--- config.mk ---
export PLATFORM = sky130hd
export DESIGN_NAME = vend_service_arbiter
export DESIGN_NICKNAME = d
export VERILOG_FILES = /design/src/rtl/vend_service_arbiter.sv
export SDC_FILE = /design/constraint.sdc
export NUM_CORES = 1
export LEC_CHECK = 0
export CAP_MARGIN = 20
export CORE_ASPECT_RATIO = 0.75
export CORE_MARGIN = 2
export CORE_UTILIZATION = 49
export CTS_CLUSTER_SIZE = 40
export DETAILED_ROUTE_END_ITERATION = 8
export GPL_TIMING_DRIVEN = 0
export PLACE_DENSITY = 0.78
export REMOVE_ABC_BUFFERS = 1
export SYNTH_ARGS = -nofsm -noshare
export SYNTH_HDL_FRONTEND = slang
export SYNTH_SLANG_ARGS = --single-unit
--- constraint.sdc ---
create_clock -name clock -period 2.7 [get_ports clock]
set_input_delay 0.405 -clock clock [delete_from_list [all_inputs] [get_ports clock]]
set_output_delay 0.405 -clock clock [all_outputs]
set_load 0.005 [all_outputs]
--- src/rtl/vend_service_arbiter.sv ---
// vend_service_arbiter: round-robin sharing of one dispense motor and one change hopper
// between N_REQ front-ends, sequencing motor, value-2 coin, value-1 coin, then done.
module vend_service_arbiter #(
    parameter int N_REQ        = 4,
    parameter int MOTOR_CYCLES = 8,
    parameter int COIN_GAP     = 3
) (
    input  logic             clock,
    input  logic             reset,
    input  logic [N_REQ-1:0] req,
    input  logic [N_REQ-1:0] want_item,
    input  logic [N_REQ-1:0] want_chg1,
    input  logic [N_REQ-1:0] want_chg2,
    input  logic             hopper_ready,
    output logic [N_REQ-1:0] grant,
    output logic [N_REQ-1:0] done,
    output logic             motor_on,
    output logic             coin1_pulse,
    output logic             coin2_pulse,
    output logic             busy
);
    localparam int PW   = $clog2(N_REQ);
    localparam int CMAX = MOTOR_CYCLES > COIN_GAP ? MOTOR_CYCLES : COIN_GAP;
    localparam int CW   = $clog2(CMAX + 1);
    localparam logic [N_REQ-1:0] ONE = N_REQ'(1);

    typedef enum logic [2:0] {IDLE, MOTOR, C2, C1, GAP, DONE} state_t;

    state_t           state, state_nx;
    logic [PW-1:0]    ptr, gidx, sel;
    logic [PW:0]      scan;
    logic [CW-1:0]    cnt;
    logic             chg1_p, chg2_p, found, start;
    logic [N_REQ-1:0] grant_nx, done_nx;
    logic             motor_nx, coin1_nx, coin2_nx;

    // Lowest offset from the pointer wins, so scan downward and let later hits overwrite.
    always_comb begin
        found = 1'b0;
        sel   = ptr;
        scan  = '0;
        for (int k = N_REQ - 1; k >= 0; k--) begin
            scan = {1'b0, ptr} + (PW + 1)'(k);
            scan = scan >= (PW + 1)'(N_REQ) ? scan - (PW + 1)'(N_REQ) : scan;
            if (req[scan[PW-1:0]]) begin
                found = 1'b1;
                sel   = scan[PW-1:0];
            end
        end
    end

    // The done cycle still holds the old req high, so IDLE waits until done has dropped.
    assign start = (state == IDLE) && !(|done) && found;

    always_ff @(posedge clock or negedge reset) begin
        if (!reset) begin
            state       <= IDLE;
            ptr         <= '0;
            gidx        <= '0;
            cnt         <= '0;
            chg1_p      <= 1'b0;
            chg2_p      <= 1'b0;
            grant       <= '0;
            done        <= '0;
            motor_on    <= 1'b0;
            coin1_pulse <= 1'b0;
            coin2_pulse <= 1'b0;
            busy        <= 1'b0;
        end else begin
            state       <= state_nx;
            grant       <= grant_nx;
            done        <= done_nx;
            motor_on    <= motor_nx;
            coin1_pulse <= coin1_nx;
            coin2_pulse <= coin2_nx;
            busy        <= |grant_nx;
            if (start) begin
                gidx   <= sel;
                chg2_p <= want_chg2[sel];
                chg1_p <= want_chg1[sel];
            end else if (state == C2 && hopper_ready) begin
                chg2_p <= 1'b0;
            end else if (state == C1 && hopper_ready) begin
                chg1_p <= 1'b0;
            end
            if (start)
                cnt <= CW'(MOTOR_CYCLES);
            else if ((state == C2 || state == C1) && hopper_ready)
                cnt <= CW'(COIN_GAP);
            else if (cnt != '0)
                cnt <= cnt - 1'b1;
            if (state == DONE)
                ptr <= gidx == PW'(N_REQ - 1) ? '0 : gidx + 1'b1;
        end
    end

    always_comb begin
        state_nx = state;
        case (state)
            IDLE:    if (start) state_nx = want_item[sel] ? MOTOR : want_chg2[sel] ? C2 : want_chg1[sel] ? C1 : DONE;
            MOTOR:   if (cnt == CW'(1)) state_nx = chg2_p ? C2 : chg1_p ? C1 : DONE;
            C2, C1:  if (hopper_ready) state_nx = GAP;
            GAP:     if (cnt == CW'(1)) state_nx = chg1_p ? C1 : DONE;
            DONE:    state_nx = IDLE;
            default: state_nx = IDLE;
        endcase
    end

    // Outputs are registered from the current state, so each lags its state by one cycle.
    always_comb begin
        grant_nx = state != IDLE ? grant : start ? ONE << sel : '0;
        done_nx  = state == DONE ? grant : '0;
        motor_nx = state == MOTOR;
        coin2_nx = state == C2 && hopper_ready;
        coin1_nx = state == C1 && hopper_ready;
    end
endmodule

==> run summary <==
## Run status
• **status** completed

## Finish
• **multi-input combinational cell area** 711 sq um
• **area grow syn2layout** 31.8%
• **count of inserted antenna diode cells** 0
• **number of fillers in the final layout** 204
• **Reg area** 626 sq um
• **final-stage net count** 199
• **Design Area, Final** 0.00180 sq mm
• **fraction of layout cells with a size suffix above 1** 0.108

## Global routing
• **total congestion overflow** 0
• **vias in the first global route** 1,147
• **first-pass GRT wire length** 5010 um
• **number of antenna violations at the first check in global routing** 0
• **Tot GR Track Use** 0.203
• **maximum number of pins on one net before global-route repair** 26

## Worst setup path
• **buffers and inverters on the worst path** 1
• **data required time of the worst path** 2.86 ns
• **critical path's slowest cell** sky130_fd_sc_hd__clkdlybuf4s50_1
• **Setup CP Type** in -> reg
• **crit path cell chain** clkdlybuf4s50_1 -> and2b_4 -> o21a_1 -> nor3_4 -> mux4_2 -> a211o_1 -> a221o_1
• **Critical Path Start Type** primary input
• **category of the worst setup path capture point** register
• **biggest cell delay along the critical path** 0.55 ns
• **crit path launch** req[3]
• **cell family with most CP delay** compound AO/OA/AOI/OAI gates
• **startpoint of the worst register-to-register path** state[0]$_DFFE_PN0P_
• **crit path max fanout** 6
• **data arrival time of the critical path** 2.74 ns

## Placement
• **Placement Setup Slack** -0.519 ns
• **placed wire-length estimate after detailed placement** 2260 um
• **count of buffers inserted at the top-level ports** 30
• **Area after DPL** 0.00170 sq mm
• **placer's final routability congestion estimate** 0.862

## Clock tree
• **clock-pin slew on the worst setup and hold paths** 0.09 ns
• **Max clock buf depth** 2
• **TritonCTS buffer count** 3
• **clock tree root driver cell** sky130_fd_sc_hd__clkbuf_8
• **cts hold-fix bufs** 0
• **CTS sink cnt** 25
• **clock tree from TritonCTS** built
• **clock latency at the later pin of the worst-skew pair** 0.27 ns
• **H-tree Lvls** 1

## STA
• **final setup slack of the worst path** 0.114 ns
• **final cycle utilization of the critical path** 0.958
• **setup repair after global routing missed its margin** false
• **pins over their slew limit** 0
• **highest achievable clock rate** 0.387 GHz
• **# setup viols final** 0
• **final worst path period need** 2.59 ns
• **total negative slack** 0 ns
• **final-report hold violation count** 0
• **transition time at the pin with the least slew margin** 0.618 ns
• **Post-Route Skew** 0.00582 ns
• **remaining max-slew budget at the tightest pin** 0.585
• **worst hold slack after final layout** 0.495 ns

## Synthesis
• **fraction of synthesis flops using an asynchronous set or reset pin** 1.00
• **Seq cells post-synth** 25
• **Post-synth EDFFs** 0
• **Mapped Cells** 142
• **synth top area cells** sky130_fd_sc_hd__dfrtp_1 (46%), sky130_fd_sc_hd__nand2_1 (4.1%), sky130_fd_sc_hd__o21ai_0 (3.7%)
• **synthesized area** 0.00137 sq mm
• **prevailing post-synth register cell** sky130_fd_sc_hd__dfrtp_1
• **Yosys warnings** 0
• **sequential fraction of the synthesis area** 0.457
• **portion of synthesized cell area occupied by the leading cell type** 0.457
• **distinct cell type count of the synthesized netlist** 41
• **count leader, synth** sky130_fd_sc_hd__dfrtp_1
• **synthesized area per cell** 9.63 sq um
• **most common library cells after synthesis** sky130_fd_sc_hd__dfrtp_1 (25), sky130_fd_sc_hd__nand2_1 (15), sky130_fd_sc_hd__nor2_1 (13), sky130_fd_sc_hd__o21ai_0 (10), sky130_fd_sc_hd__clkbuf_1 (7)
• **area leader, netlist** sky130_fd_sc_hd__dfrtp_1

## Route
• **number of DRC markers in iteration 0** 68
• **DRT Wirelength** 2930 um
• **routed vias** 1,196
• **ANT nets after route** 0
• **DR DRC count** 0
• **routed via count divided by cell count** 5.64
• **detailed-routing iteration count for the pre-antenna-repair pass** 4
• **post-DR wirelength/cell** 13.8 um

## Floorplanning
• **floorplan die area** 0.00323 sq mm
• **Die W** 65 um
• **Placeable Area** 0.00262 sq mm
• **I/O pins** 31
• **site row count** 16
• **overall die height** 49.8 um
• **starting density of the core** 0.521

## Min path
• **path class of the lowest-slack min-delay path** reg -> reg
• **source of the worst hold timing path** gidx[1]$_DFFE_PN0P_

## Power and ir drop
• **leakage power of the design** 0.790 nW
• **PwrDens** 1020 mW/mm^2
• **largest vdd supply drop** 0.000454 V

## Flow run
• **max_cap viols** 0

[sequential cells by signal, indices dropped and copies added, names as in the netlist]
name         cells
gidx             2
grant            4
ptr              2
coin2_pulse      1
busy             1
chg1_p           1
chg2_p           1
coin1_pulse      1
done             4
cnt              4
state            3
motor_on         1
[kinds of logic after synthesis]
family / synth area share
AOI/OAI and AO/OA: 0.171
xor gates and xnor gates: 0.0128
adders and majority gates: 0.0275
buffers and inverters: 0.0329
DFF: 0.457
muxes: 0.0750
and+or+nand+nor: 0.223
[power breakdown]
group / total (mW) / internal, mW / switching [mW] / leakage, nW
registers: 0.670 / 0.517 / 0.154 / 0.321
clock network: 0.223 / 0.104 / 0.118 / 0.0217
logic: 0.944 / 0.481 / 0.463 / 0.448
[worst paths after layout]
path,depth (start not counted),slack [ns],endpoint
worst min register to register,2,0.49,gidx[1]$_DFFE_PN0P_
max in group asynchronous,2,1.71,grant[0]$_DFF_PN0_
min in group asynchronous,1,0.50,grant[3]$_DFF_PN0_
worst min-delay path,2,0.49,gidx[1]$_DFFE_PN0P_
worst max-delay path,7,0.11,state[1]$_DFFE_PN0P_
worst max register to register,6,0.41,state[2]$_DFFE_PN0P_
[final cells by class]
| type | count | share of cell area |
|---|---|---|
| multi-input combinational | 105 | 0.394 |
| sequential | 25 | 0.347 |
| timing repair buffer | 37 | 0.196 |
| tap | 36 | 0.0250 |
| clock buffer | 3 | 0.0229 |
| inverter | 5 | 0.0104 |
| clock inverter | 1 | 0.00416 |
[what timing repair did]
| item | in CTS | in global routing |
|---|---|---|
| gates cloned | 0 | 0 |
| setup buffers | 4 | 0 |
| gates resized for setup | 1 | 1 |
| pin swaps | 1 | 0 |
| endpoints found under the setup margin | 3 | 1 |
[worst min-delay path, delay by kind of cell, from the launching register on]
family           cells  cell delay [ns]
DFF                  1             0.35
and+or+nand+nor      2             0.11
[per-layer routing]
| metal | wire (um) | vias up | track usage |
|---|---|---|---|
| met5 | 0 | - | 0 |
| met4 | 50 | 0 | 0.0709 |
| met3 | 102 | 6 | 0.0297 |
| met2 | 1400 | 40 | 0.342 |
| met1 | 1380 | 567 | 0.267 |
| li1 | - | 583 | - |
[cells in the final DEF, fill, tap and decap left out, drive strengths merged, types with 3 or more instances in the layout]
cell	n
a21oi	6
and2	5
buf	7
clkbuf	3
clkdlybuf4s50	30
dfrtp	25
ha	3
inv	5
mux2	3
nand2	15
nor2	13
nor2b	3
nor3	7
o21ai	11
o31ai	4
or3	3
[per-stage QoR]
step | cells | utilization | power [mW]
2_1_floorplan | 135 | - | 1.25
3_3_place_gp | 201 | 0.643 | 1.50
3_5_place_dp | 203 | 0.648 | 1.56
4_1_cts | 211 | 0.680 | 1.83
5_1_grt | 212 | 0.688 | 2.01
6_report | 212 | 0.688 | 1.84
Power figures use the tool's default switching activity.
